File: config.mk
export PLATFORM = sky130hd
export DESIGN_NAME = fp_mul_arbiter_flat
export DESIGN_NICKNAME = d
export VERILOG_FILES = /design/src/rtl/fp_mul_arbiter_if.sv /design/src/rtl/fp_mul_arbiter.sv /design/src/flat_wrapper.sv
export SDC_FILE = /design/constraint.sdc
export NUM_CORES = 1
export LEC_CHECK = 0
export CAP_MARGIN = 25
export CORE_UTILIZATION = 25
export CTS_BUF_LIST = sky130_fd_sc_hd__clkbuf_4
export DETAILED_ROUTE_END_ITERATION = 7
export GPL_ROUTABILITY_DRIVEN = 0
export PLACE_DENSITY = 0.59
export REMOVE_ABC_BUFFERS = 1
export SLEW_MARGIN = 5
export SYNTH_ARGS = -nofsm -noshare
export SYNTH_HDL_FRONTEND = slang
export SYNTH_SLANG_ARGS = --single-unit
File: constraint.sdc
create_clock -name clk_i -period 5.2 [get_ports clk_i]
set_input_delay 1.04 -clock clk_i [delete_from_list [all_inputs] [get_ports clk_i]]
set_output_delay 1.04 -clock clk_i [all_outputs]
set_load 0.005 [all_outputs]
File: src/rtl/fp_mul_arbiter_if.sv
// Requester and multiplier bus for fp_mul_arbiter.
// The slave view belongs to the arbiter. The master view belongs to whatever
// sits around it: the requesters and the external fp_mul instance.
interface fp_mul_arbiter_if #(
  parameter int NUM_REQ = 4
);
  logic [NUM_REQ-1:0]    req_valid;
  logic [NUM_REQ-1:0]    req_ready;
  logic [32*NUM_REQ-1:0] req_a;
  logic [32*NUM_REQ-1:0] req_b;
  logic [NUM_REQ-1:0]    resp_valid;
  logic [NUM_REQ-1:0]    resp_ready;
  logic [31:0]           resp_y;
  logic                  resp_underflow;
  logic                  resp_overflow;
  logic [31:0]           mul_a;
  logic [31:0]           mul_b;
  logic [31:0]           mul_y;
  logic                  mul_underflow;
  logic                  mul_overflow;

  modport slave (
    input  req_valid, req_a, req_b, resp_ready, mul_y, mul_underflow, mul_overflow,
    output req_ready, resp_valid, resp_y, resp_underflow, resp_overflow, mul_a, mul_b
  );

  modport master (
    output req_valid, req_a, req_b, resp_ready, mul_y, mul_underflow, mul_overflow,
    input  req_ready, resp_valid, resp_y, resp_underflow, resp_overflow, mul_a, mul_b
  );
endinterface

File: src/rtl/fp_mul_arbiter.sv
// Round-robin sequencer sharing one multi-cycle fp_mul among NUM_REQ requesters.
// It accepts one operand pair, holds it on the multiplier for MUL_LATENCY cycles,
// captures the product and flags, and returns them to the granted requester.
//
// state  | meaning
// IDLE   | no operation in flight; req_ready offers the rotated-priority winner
// BUSY   | operands held on the multiplier; cnt_q counts down to the capture edge
// RESP   | result held; waiting for resp_ready of the granted requester
module fp_mul_arbiter #(
  parameter int NUM_REQ     = 4,
  parameter int MUL_LATENCY = 2
) (
  input  logic                  clk_i,
  input  logic                  rst_n_i,
  fp_mul_arbiter_if.slave       bus,
  output logic                  busy_o,
  output logic [15:0]           op_count_o
);

  localparam int IDX_W = $clog2(NUM_REQ);
  localparam int CNT_W = 4;
  localparam logic [NUM_REQ-1:0] ONE_HOT0 = NUM_REQ'(1);

  typedef enum logic [1:0] {S_IDLE, S_BUSY, S_RESP} state_t;

  state_t             state_q;
  logic [IDX_W-1:0]   rr_ptr_q;
  logic [IDX_W-1:0]   grant_q;
  logic [CNT_W-1:0]   cnt_q;
  logic [31:0]        opa_q;
  logic [31:0]        opb_q;
  logic [31:0]        y_q;
  logic               uf_q;
  logic               of_q;
  logic [NUM_REQ-1:0] resp_valid_q;
  logic [15:0]        op_count_q;

  logic               pick_found;
  logic [IDX_W-1:0]   pick_idx;
  int unsigned        scan_idx;
  logic [NUM_REQ-1:0] req_ready_w;

  // Rotated-priority search from rr_ptr_q; the offer is only made in IDLE and out of reset.
  always_comb begin
    pick_found  = 1'b0;
    pick_idx    = '0;
    scan_idx    = 0;
    req_ready_w = '0;
    for (int k = 0; k < NUM_REQ; k++) begin
      scan_idx = int'(rr_ptr_q) + k;
      if (scan_idx >= NUM_REQ) scan_idx = scan_idx - NUM_REQ;
      if (!pick_found && bus.req_valid[scan_idx]) begin
        pick_found = 1'b1;
        pick_idx   = IDX_W'(scan_idx);
      end
    end
    if (rst_n_i && state_q == S_IDLE && pick_found) req_ready_w = ONE_HOT0 << pick_idx;
  end

  // Sequencer: accept, hold operands, capture, then return the result.
  always_ff @(posedge clk_i or negedge rst_n_i) begin
    if (!rst_n_i) begin
      state_q      <= S_IDLE;
      rr_ptr_q     <= '0;
      grant_q      <= '0;
      cnt_q        <= '0;
      opa_q        <= '0;
      opb_q        <= '0;
      y_q          <= '0;
      uf_q         <= 1'b0;
      of_q         <= 1'b0;
      resp_valid_q <= '0;
      op_count_q   <= '0;
    end else begin
      case (state_q)
        S_IDLE: begin
          if (|(bus.req_valid & req_ready_w)) begin
            opa_q   <= bus.req_a[32*int'(pick_idx) +: 32];
            opb_q   <= bus.req_b[32*int'(pick_idx) +: 32];
            grant_q <= pick_idx;
            cnt_q   <= CNT_W'(MUL_LATENCY);
            state_q <= S_BUSY;
          end
        end
        S_BUSY: begin
          cnt_q <= cnt_q - 1'b1;
          if (cnt_q == CNT_W'(1)) begin
            y_q          <= bus.mul_y;
            uf_q         <= bus.mul_underflow;
            of_q         <= bus.mul_overflow;
            resp_valid_q <= ONE_HOT0 << grant_q;
            state_q      <= S_RESP;
          end
        end
        S_RESP: begin
          if (bus.resp_ready[grant_q]) begin
            resp_valid_q <= '0;
            rr_ptr_q     <= (grant_q == IDX_W'(NUM_REQ - 1)) ? '0 : grant_q + 1'b1;
            op_count_q   <= op_count_q + 16'd1;
            state_q      <= S_IDLE;
          end
        end
        default: state_q <= S_IDLE;
      endcase
    end
  end

  assign bus.req_ready      = req_ready_w;
  assign bus.resp_valid     = resp_valid_q;
  assign bus.resp_y         = y_q;
  assign bus.resp_underflow = uf_q;
  assign bus.resp_overflow  = of_q;
  assign bus.mul_a          = opa_q;
  assign bus.mul_b          = opb_q;
  assign busy_o             = (state_q != S_IDLE);
  assign op_count_o         = op_count_q;

endmodule

File: src/flat_wrapper.sv
// flat-port wrapper written by rule: the top's interface ports become plain ports
module fp_mul_arbiter_flat 
#(
  parameter int NUM_REQ     = 4,
  parameter int MUL_LATENCY = 2
)
  (clk_i, rst_n_i, busy_o, op_count_o, bus_req_valid, bus_req_a, bus_req_b, bus_resp_ready, bus_mul_y, bus_mul_underflow, bus_mul_overflow, bus_req_ready, bus_resp_valid, bus_resp_y, bus_resp_underflow, bus_resp_overflow, bus_mul_a, bus_mul_b);
  fp_mul_arbiter_if #(.NUM_REQ(NUM_REQ)) bus_i ();
  input  logic clk_i;
  input  logic rst_n_i;
  output logic busy_o;
  output logic [15:0] op_count_o;
  input wire logic [$bits(bus_i.req_valid)-1:0] bus_req_valid;
  input wire logic [$bits(bus_i.req_a)-1:0] bus_req_a;
  input wire logic [$bits(bus_i.req_b)-1:0] bus_req_b;
  input wire logic [$bits(bus_i.resp_ready)-1:0] bus_resp_ready;
  input wire logic [$bits(bus_i.mul_y)-1:0] bus_mul_y;
  input wire logic [$bits(bus_i.mul_underflow)-1:0] bus_mul_underflow;
  input wire logic [$bits(bus_i.mul_overflow)-1:0] bus_mul_overflow;
  output wire logic [$bits(bus_i.req_ready)-1:0] bus_req_ready;
  output wire logic [$bits(bus_i.resp_valid)-1:0] bus_resp_valid;
  output wire logic [$bits(bus_i.resp_y)-1:0] bus_resp_y;
  output wire logic [$bits(bus_i.resp_underflow)-1:0] bus_resp_underflow;
  output wire logic [$bits(bus_i.resp_overflow)-1:0] bus_resp_overflow;
  output wire logic [$bits(bus_i.mul_a)-1:0] bus_mul_a;
  output wire logic [$bits(bus_i.mul_b)-1:0] bus_mul_b;
  assign bus_i.req_valid = bus_req_valid;
  assign bus_i.req_a = bus_req_a;
  assign bus_i.req_b = bus_req_b;
  assign bus_i.resp_ready = bus_resp_ready;
  assign bus_i.mul_y = bus_mul_y;
  assign bus_i.mul_underflow = bus_mul_underflow;
  assign bus_i.mul_overflow = bus_mul_overflow;
  assign bus_req_ready = bus_i.req_ready;
  assign bus_resp_valid = bus_i.resp_valid;
  assign bus_resp_y = bus_i.resp_y;
  assign bus_resp_underflow = bus_i.resp_underflow;
  assign bus_resp_overflow = bus_i.resp_overflow;
  assign bus_mul_a = bus_i.mul_a;
  assign bus_mul_b = bus_i.mul_b;
  fp_mul_arbiter #(.NUM_REQ(NUM_REQ), .MUL_LATENCY(MUL_LATENCY)) u_core (.clk_i(clk_i), .rst_n_i(rst_n_i), .bus(bus_i), .busy_o(busy_o), .op_count_o(op_count_o));
endmodule
==> flow_summary.ini, run 1 <==
[setup_path]
cp_cell_sequence = clkdlybuf4s50_1, nor4_2, or3_2, nor2_1, clkdlybuf4s50_1
timing.critical_path.slowest_cell_delay_ns = 0.70
cpMaxStageDelayCell = sky130_fd_sc_hd__clkdlybuf4s50_1
crit_path_frequent_cell = sky130_fd_sc_hd__clkdlybuf4s50_1
worst-endpoint-required_ns = 4.16
critPathArrivalTime_ns = 3.11
worst-path-max-fanout = 8
timing.critical_path.to_type = output pin
critPathLaunchType = input pin
path_buf_inv = 2
cpLargestDelayFamily = buffers and inverters
worst-setup-path-type = in2out

[die]
fp.dieH_um = 169
fp.coreArea_mm2 = 0.0273
initial_utilization_pct = 25.7
fp-row-count = 60
floorplan.die.width_um = 169
top_level_ports = 423
total_die_area_mm2 = 0.0287

[placement]
dp_hpwl_um = 20900
placedCellCount = 1487
place.port_buffers = 422

[layout]
nNetsFinal = 1445
drive_gt1_share_pct = 8.12
finish.cell_count_without_fillers = 1519
layout-area-overhead-vs-synth_pct = 68.6
n_fill_cell = 2687

[synth]
synth_seq_area_share_pct = 45.7
synth_top_flop_cell = sky130_fd_sc_hd__dfrtp_1
number_of_cells_produced_by_synthesis = 750
yosys_warnings = 0
async_reset_ff_share_pct = 100
netlist-cell-type-count = 46
yosys_register_bits = 128
synthesis.area_mm2 = 0.00701
avgSynthCellArea_um2 = 9.35
number_of_enable_flip_flop_cells_after_synthesis = 0

[clocking]
post-cts-setup-buffers = 0
cts.reportedPaths.clkPinSlew_ns = 0.15
cts_root_buffer = sky130_fd_sc_hd__clkbuf_4
clk-insertion-delay-late_ns = 0.53
postCtsResizedCells = 0
cts-buffers-inserted = 17
clockBufferDepth = 2
htree_levels = 4
cts_tree = built
cts_hold_repair.buffers = 0
clock_sink_count = 128

[sta]
hold_vio_cnt_final = 0
totalNegativeSetupSlack_ns = 0
fmax_mhz = 241
hold_ws_ns = 0.294
finalMaxSlewViolations = 0
fin_skew_ns = 0.0357
slew_headroom_pct = 41.4
layout_min_cycle_time_ns = 4.15
rsz0062_at_grt = false
worst_pin_slew_ns = 0.878
finalSetupViolCount = 0
timing.final.crit_share_pct = 79.9

[power_and_ir_drop]
peakVddDrop_mv = 0.231
power_density_mw_per_mm2 = 445
leakage_nw = 4.81

[global_route]
globalRoute.totalOverflow = 0
grt_pass1_wl_um = 45900
antenna_found_initial = 1
grt_pass1_vias = 7832
globalRouteTotalUtil_pct = 21.0
grt_start_max_net_pins = 66

[routing]
postRouteAntennaNets = 0
drtIter0Drc = 449
detail_route.wl_per_cell_um = 20.1
drtPass1Iterations = 7
routed_wl_um = 30600
route.detailed.drc = 0
vias_per_cell = 5.00
via_count = 7602

[job]
drv_cap = 0

[worst_hold_path]
hold_path_class = in2async

[run_status]
result_of_the_run = finished, final reports clean
==> area by class of cell <==
class / instances / area (µm²) / share of cell area, %
diodes: 1 / 2.50 / 0.0212
clock buffers: 17 / 128 / 1.08
clock inverters: 14 / 180 / 1.52
inverters: 13 / 48.8 / 0.413
multi-input cells: 540 / 3490 / 29.5
flip-flops and latches: 128 / 3200 / 27.1
well taps: 372 / 465 / 3.94
repair buffers: 434 / 4310 / 36.4
==> power breakdown <==
part / leakage, nW / switching (W) / internal (W)
combinational: 3.11 / 0.00127 / 0.00147
sequential: 1.54 / 0.000299 / 0.00143
clock: 0.165 / 0.000444 / 0.000341
total: 4.81 / 0.00202 / 0.00324
==> layout by cell type, fill, tap and decap left out, types with 17 or more instances in the layout <==
| cell type | count |
|---|---|
| sky130_fd_sc_hd__o21ai_0 | 66 |
| sky130_fd_sc_hd__nor2_1 | 72 |
| sky130_fd_sc_hd__clkbuf_4 | 17 |
| sky130_fd_sc_hd__dfrtp_1 | 128 |
| sky130_fd_sc_hd__mux2_2 | 37 |
| sky130_fd_sc_hd__a31oi_1 | 64 |
| sky130_fd_sc_hd__a21oi_1 | 69 |
| sky130_fd_sc_hd__clkdlybuf4s50_1 | 420 |
| sky130_fd_sc_hd__a22oi_1 | 64 |
| sky130_fd_sc_hd__and3_1 | 68 |
==> final timing paths <==
kind                                                   start                           endpoint  slack [ns]  cells after the start
hold reg to reg            u_core.op_count_o[15]$_DFFE_PN0P_  u_core.op_count_o[15]$_DFFE_PN0P_        0.48                      1
max in group asynchronous                            rst_n_i   u_core.bus.mul_b[15]$_DFFE_PN0P_        3.05                      3
min in group clk_i         u_core.op_count_o[15]$_DFFE_PN0P_  u_core.op_count_o[15]$_DFFE_PN0P_        0.48                      1
setup / recovery                            bus_req_valid[1]                   bus_req_ready[0]        1.05                      5
hold / removal                                       rst_n_i   u_core.op_count_o[3]$_DFFE_PN0P_        0.29                      1
setup reg to reg               u_core.state_q[1]$_DFFE_PN0P_      u_core.grant_q[0]$_DFFE_PN0P_        2.55                      7
==> routing by layer <==
layer	wire [µm]	part of all wire [%]	GRT usage (%)	vias to the layer above
met5	0	0	0	-
met3	2770	9.0	7.21	28
met1	12600	41	25.9	3673
met2	14700	48	35.1	364
li1	-	-	-	3537
met4	496	1.6	5.17	0
==> synthesized netlist by cell type (all sizes together) (4+ instances only) <==
cell type	number	area (µm²)
a31oi	65	407
nor2	72	270
nand3	7	35.0
xnor2	11	96.3
a22oi	64	480
clkbuf	40	150
nor3	4	20.0
inv	13	48.8
nand4	6	37.5
ha	11	138
buf	29	171
nor2b	5	31.3
and3	68	425
dfrtp	128	3200
nand2	14	52.6
xor2	4	35.0
o21ai	70	350
a21oi	69	345
and2	5	31.3
mux2	39	439
==> stage by stage <==
step	worst slack [ns]	utilization, %	total power, W	cell area, µm²
2_1_floorplan	-0.705	-	0.00288	6690
3_3_place_gp	1.14	42.3	0.00449	11500
3_5_place_dp	1.08	42.3	0.00451	11500
4_1_cts	1.07	43.4	0.00532	11800
5_1_grt	0.988	43.4	0.00563	11800
6_report	1.05	43.4	0.00526	11800
==> cells by family (layout without fill, tap and decap cells) <==
group                      Yosys count  after routing  share of synthesized area (%)
other                                0              1                              0
muxes                               41             41                           6.73
xor gates and xnor gates            15             15                           1.87
buffers and inverters               82            478                           5.28
DFF                                128            128                           45.7
and+or+nand+nor                    192            192                           14.3
adders and majority gates           11             11                           1.96
AOI/OAI and AO/OA                  281            281                           24.2
==> flip-flops by register name, indices dropped and copies added (netlist names) <==
name,cells
u_core.bus.mul_a,32
u_core.bus.mul_b,32
u_core.bus.resp_y,32
u_core.op_count_o,16
u_core.bus.resp_valid,4
u_core.cnt_q,4
u_core.grant_q,2
u_core.rr_ptr_q,2
u_core.state_q,2
u_core.bus.resp_overflow,1
u_core.bus.resp_underflow,1
Power figures use the tool's default switching activity.
==> inputs of run 2 (changes only) <==
- PLACE_DENSITY: 0.59 -> 0.61
- clock period: 5.2 -> 3.3 ns (I/O delays scaled with it)
==> run 2 against run 1 <==
Critical path depth grew 2. Sequential power up 56%. Count of clock-buffer cells in the layout increased by 1. Clock power rose by 61%. Flip-flop and latch count unchanged. Critical path type unchanged.
==> flow_summary.ini, run 2 (synthesis results as in run 1) <==
[layout]
finish.cell_count_without_fillers = 1532
most_frequent_standard_cell_in_the_layout_excluding_fill_and_tap_cells = sky130_fd_sc_hd__clkdlybuf4s50_1
final_core_area_utilization_pct = 43.8
fin_area_mm2 = 0.0119
multiInputGateArea_mm2 = 0.00349
n_fill_cell = 2715
drive_gt1_share_pct = 8.83
nNetsFinal = 1453
layout_common_cells = 420 x sky130_fd_sc_hd__clkdlybuf4s50_1, 128 x sky130_fd_sc_hd__dfrtp_1, 72 x sky130_fd_sc_hd__nor2_1
regArea_mm2 = 0.00320
layout-area-overhead-vs-synth_pct = 70.1

[routing]
drtPass1Iterations = 5
drtIter0Drc = 483
via_count = 7587
route.detailed.drc = 0
vias_per_cell = 4.95
postRouteAntennaNets = 0
detail_route.wl_per_cell_um = 19.7
routed_wl_um = 30200

[power_and_ir_drop]
peakVddDrop_mv = 0.332
power_density_mw_per_mm2 = 695
leakage_nw = 4.86
p_total_w = 0.00829

[setup_path]
cp-startpoint = bus_req_valid[0]
worst-endpoint-required_ns = 2.64
critical_path.endpoint = bus_req_ready[3]
launch_instance_of_the_worst_register_to_register_path = u_core.rr_ptr_q[1]$_DFFE_PN0P_
rr_endpoint = u_core.bus.mul_b[10]$_DFFE_PN0P_
worst-setup-path-type = in2out
timing.critical_path.to_type = output pin
critPathLaunchType = input pin
critPathArrivalTime_ns = 2.45
timing.reg2reg.setup_slack_ns = 0.87
worst-path-max-fanout = 7
r2r.worst_path.cells = 5

[clocking]
clock_sink_count = 128
cts_tree = built
cts-buffers-inserted = 17
cts.reportedPaths.clkPinSlew_ns = 0.15
clockBufferDepth = 2
cts_root_buffer = sky130_fd_sc_hd__clkbuf_4
htree_levels = 4
cts_hold_repair.buffers = 0
post-cts-setup-buffers = 0
postCtsResizedCells = 0
clk-insertion-delay-late_ns = 0.54

[placement]
place.port_buffers = 422
placement.cell_area_mm2 = 0.0116
placedCellCount = 1495
dp_hpwl_um = 21100

[run_status]
result_of_the_run = finished, final reports clean

[sta]
layout_min_cycle_time_ns = 3.11
fin_skew_ns = 0.0352
rsz0062_at_grt = false
fmax_mhz = 322
totalNegativeSetupSlack_ns = 0
finalMaxSlewViolations = 0
slew_headroom_pct = 38.2
timing.final.crit_share_pct = 94.2
worst_pin_slew_ns = 0.927
finalSetupViolCount = 0
hold_vio_cnt_final = 0

[global_route]
globalRouteTotalUtil_pct = 20.9
grt_pass1_vias = 7922
antenna_found_initial = 5
globalRoute.totalOverflow = 0
grt_start_max_net_pins = 66
grt_pass1_wl_um = 45800

[die]
fp.coreArea_mm2 = 0.0273
fp.dieH_um = 169
top_level_ports = 423
floorplan.die.width_um = 169
initial_utilization_pct = 25.7
total_die_area_mm2 = 0.0287
fp-row-count = 60

[worst_hold_path]
hold_path_class = in2async

[job]
drv_cap = 0
run 2: metal layers:
metal  vias up  part of all wire (%)  track usage [%]
met3        29                   8.5             6.37
met5         -                     0                0
li1       3566                     -                -
met4         0                   1.6             7.21
met2       330                    49             35.2
met1      3662                    41             25.3
run 2: worst min path at each step:
stage	startpoint	end	slack, ns	depth (start not counted)
after floorplan	rst_n_i	u_core.bus.mul_a[0]$_DFFE_PN0P_	0.36	0
after global placement	u_core.op_count_o[15]$_DFFE_PN0P_	u_core.op_count_o[15]$_DFFE_PN0P_	0.46	1
after detailed placement	u_core.op_count_o[15]$_DFFE_PN0P_	u_core.op_count_o[15]$_DFFE_PN0P_	0.46	1
after CTS	rst_n_i	u_core.bus.mul_a[0]$_DFFE_PN0P_	0.30	2
after global routing	rst_n_i	u_core.op_count_o[5]$_DFFE_PN0P_	0.32	2
final	rst_n_i	u_core.op_count_o[4]$_DFFE_PN0P_	0.31	2
run 2: cell type report:
class                      count  share of cell area, %
timing repair buffer         442                   36.8
inverter                      13                  0.409
antenna                        5                  0.105
tap                          372                   3.90
clock inverter                14                   1.50
sequential                   128                   26.8
multi-input combinational    540                   29.3
clock buffer                  18                   1.13
run 2: per-stage QoR:
| step | setup WS [ns] | hold slack, ns |
|---|---|---|
| floorplan | -1.88 | 0.364 |
| global placement | 0.194 | 0.461 |
| detailed placement | 0.194 | 0.462 |
| CTS | 0.0720 | 0.297 |
| global route | 0.0263 | 0.322 |
| finish | 0.193 | 0.305 |
run 2: worst max-delay path: stages:
cell and delay (ns):
sky130_fd_sc_hd__clkdlybuf4s50_1 0.53, sky130_fd_sc_hd__nand2b_1 0.20, sky130_fd_sc_hd__buf_4 0.16, sky130_fd_sc_hd__a21o_2 0.16, sky130_fd_sc_hd__nand3_1 0.08, sky130_fd_sc_hd__nor2_1 0.13
sky130_fd_sc_hd__clkdlybuf4s50_1 0.52
run 2: where the power goes:
group | leakage [nW] | switching (W) | internal, W
Combinational | 3.15 | 0.00198 | 0.00235
Clock | 0.173 | 0.000705 | 0.000552
Sequential | 1.54 | 0.000447 | 0.00226
==> inputs of run 3 (changes only) <==
- CORE_AREA: default -> 2 2 163 165
- CORE_UTILIZATION: 25 -> default
- DIE_AREA: default -> 0 0 165 167
- PLACE_DENSITY: 0.61 -> 0.65
==> run 3 against run 2 <==
Via count increased by 1.9%. Core utilization increased by 2.4 points. Global-route usage increased by 0.95 points. Fmax decreased by 2.9%. Largest power group unchanged.
==> flow_summary.ini, run 3 (synthesis results as in run 1) <==
[sta]
finalSetupViolCount = 0
worst_pin_slew_ns = 0.895
rsz0062_at_grt = false
totalNegativeSetupSlack_ns = 0
finalMaxSlewViolations = 0
timing.final.crit_share_pct = 96.9
fmax_mhz = 313
layout_min_cycle_time_ns = 3.20
hold_vio_cnt_final = 0
slew_headroom_pct = 40.3
fin_skew_ns = 0.0289

[die]
fp.dieH_um = 167
initial_utilization_pct = 27.2
fp-row-count = 59
floorplan.die.width_um = 165
total_die_area_mm2 = 0.0276
top_level_ports = 423
fp.coreArea_mm2 = 0.0258

[clocking]
clock_sink_count = 128
cts_hold_repair.buffers = 0
cts_root_buffer = sky130_fd_sc_hd__clkbuf_4
htree_levels = 4
postCtsResizedCells = 5
clk-insertion-delay-late_ns = 0.53
post-cts-setup-buffers = 0
cts-buffers-inserted = 17
cts_tree = built
cts.reportedPaths.clkPinSlew_ns = 0.14
clockBufferDepth = 2

[setup_path]
rr_endpoint = u_core.bus.mul_b[28]$_DFFE_PN0P_
cpMaxStageDelayCell = sky130_fd_sc_hd__clkdlybuf4s50_1
critPathArrivalTime_ns = 2.54
launch_instance_of_the_worst_register_to_register_path = u_core.rr_ptr_q[1]$_DFFE_PN0P_
critPathLaunchType = input pin
path_buf_inv = 2
timing.critical_path.to_type = output pin
worst-endpoint-required_ns = 2.64
cpLargestDelayFamily = buffers and inverters
crit_path_frequent_cell = sky130_fd_sc_hd__clkdlybuf4s50_1
timing.critical_path.slowest_cell_delay_ns = 0.61
cp_cell_sequence = clkdlybuf4s50_1, nand2b_1, a211oi_4, nor2_1, nor2_4, clkdlybuf4s50_1
timing.reg2reg.setup_slack_ns = 0.85
worst-setup-path-type = in2out
r2r.worst_path.cells = 5
worst-path-max-fanout = 7

[layout]
drive_gt1_share_pct = 8.93
nNetsFinal = 1452
layout-area-overhead-vs-synth_pct = 69.7
layout_common_cells = 420 x sky130_fd_sc_hd__clkdlybuf4s50_1, 128 x sky130_fd_sc_hd__dfrtp_1, 70 x sky130_fd_sc_hd__nor2_1
n_fill_cell = 2499
most_frequent_standard_cell_in_the_layout_excluding_fill_and_tap_cells = sky130_fd_sc_hd__clkdlybuf4s50_1

[power_and_ir_drop]
leakage_nw = 4.86
p_total_w = 0.00838
power_density_mw_per_mm2 = 705
internal_power_w = 0.00522
pwr-share-clk_pct = 15.8
peakVddDrop_mv = 0.370
combinationalPowerShare_pct = 51.7
power_frac_seq_pct = 32.5
p_sw_w = 0.00316
sw_share_pct = 37.7

[routing]
route.detailed.drc = 0
routed_wl_um = 31000
via_count = 7731
postRouteAntennaNets = 0
detail_route.wl_per_cell_um = 20.8
vias_per_cell = 5.18
drtPass1Iterations = 5
drtIter0Drc = 450

[global_route]
antenna_found_initial = 3
globalRoute.totalOverflow = 0
grt_pass1_vias = 7697
grt_start_max_net_pins = 67
globalRouteTotalUtil_pct = 21.9
grt_pass1_wl_um = 45800

[run_status]
result_of_the_run = finished, final reports clean

[job]
drv_cap = 0

[placement]
place.port_buffers = 422
dp_hpwl_um = 21500

[worst_hold_path]
hold_path_class = in2async
[run 3: cell count changes in the layout (fill, tap and decap cells not counted), sizes merged]
cell      before  now
diode          5    3
clkinvlp       0    1
bufinv         3    4
clkinv         5    4
inv           19   18
buf           22   21
[run 3: worst reg2reg max path, delay by kind of cell, from the launching register on]
kind            cells  cell delay (ns)
simple gates        1             0.47
flops               1             0.55
buf+inv             1             0.67
compound gates      3             0.68
[run 3: layout make-up]
class                      count  area (µm²)  share of cell area, %
antenna                        3        7.51                 0.0631
sequential                   128        3200                   26.9
clock inverter                14         203                   1.70
multi-input combinational    540        3510                   29.5
tap                          335         419                   3.52
timing repair buffer         441        4380                   36.8
clock buffer                  18         135                   1.14
inverter                      13        48.8                  0.410
[run 3: through the flow]
stage               util, %  hold slack, ns  setup slack (ns)  area (µm²)  std cells
finish                 46.2           0.338             0.101       11900       1492
floorplan                 -           0.364             -1.88        6690        681
global route           46.2           0.336            0.0225       11900       1491
global placement       44.8           0.463            0.0617       11500       1457
detailed placement     44.8           0.466            0.0505       11500       1457
CTS                    46.2           0.309            0.0981       11900       1489
[run 3: how the worst max path moves through the flow]
stage | from | endpoint | slack [ns] | depth (start not counted)
3_3_place_gp | bus_req_valid[0] | bus_req_ready[0] | 0.06 | 6
5_1_grt | bus_req_valid[0] | bus_req_ready[0] | 0.02 | 6
2_1_floorplan | u_core.state_q[0]$_DFFE_PN0P_ | bus_req_ready[1] | -1.88 | 5
6_report | bus_req_valid[0] | bus_req_ready[0] | 0.10 | 6
4_1_cts | u_core.state_q[0]$_DFFE_PN0P_ | bus_req_ready[0] | 0.1 | 6
3_5_place_dp | bus_req_valid[0] | bus_req_ready[0] | 0.05 | 6
[run 3: per-layer routing]
| layer | GRT usage (%) | vias up | part of all wire, % |
|---|---|---|---|
| met2 | 37.1 | 384 | 49 |
| li1 | - | 3561 | - |
| met5 | 0 | - | 0 |
| met1 | 26.0 | 3752 | 39 |
| met3 | 7.30 | 34 | 10 |
| met4 | 6.84 | 0 | 1.7 |
[run 3: power groups by stage]
stage	sequential (W)	combinational, W	clock (W)
after floorplan	0.00273	0.00180	0
after global placement	0.00272	0.00432	0
after detailed placement	0.00276	0.00435	0
after CTS	0.00273	0.00438	0.00137
after global routing	0.00282	0.00472	0.00143
final	0.00272	0.00433	0.00133
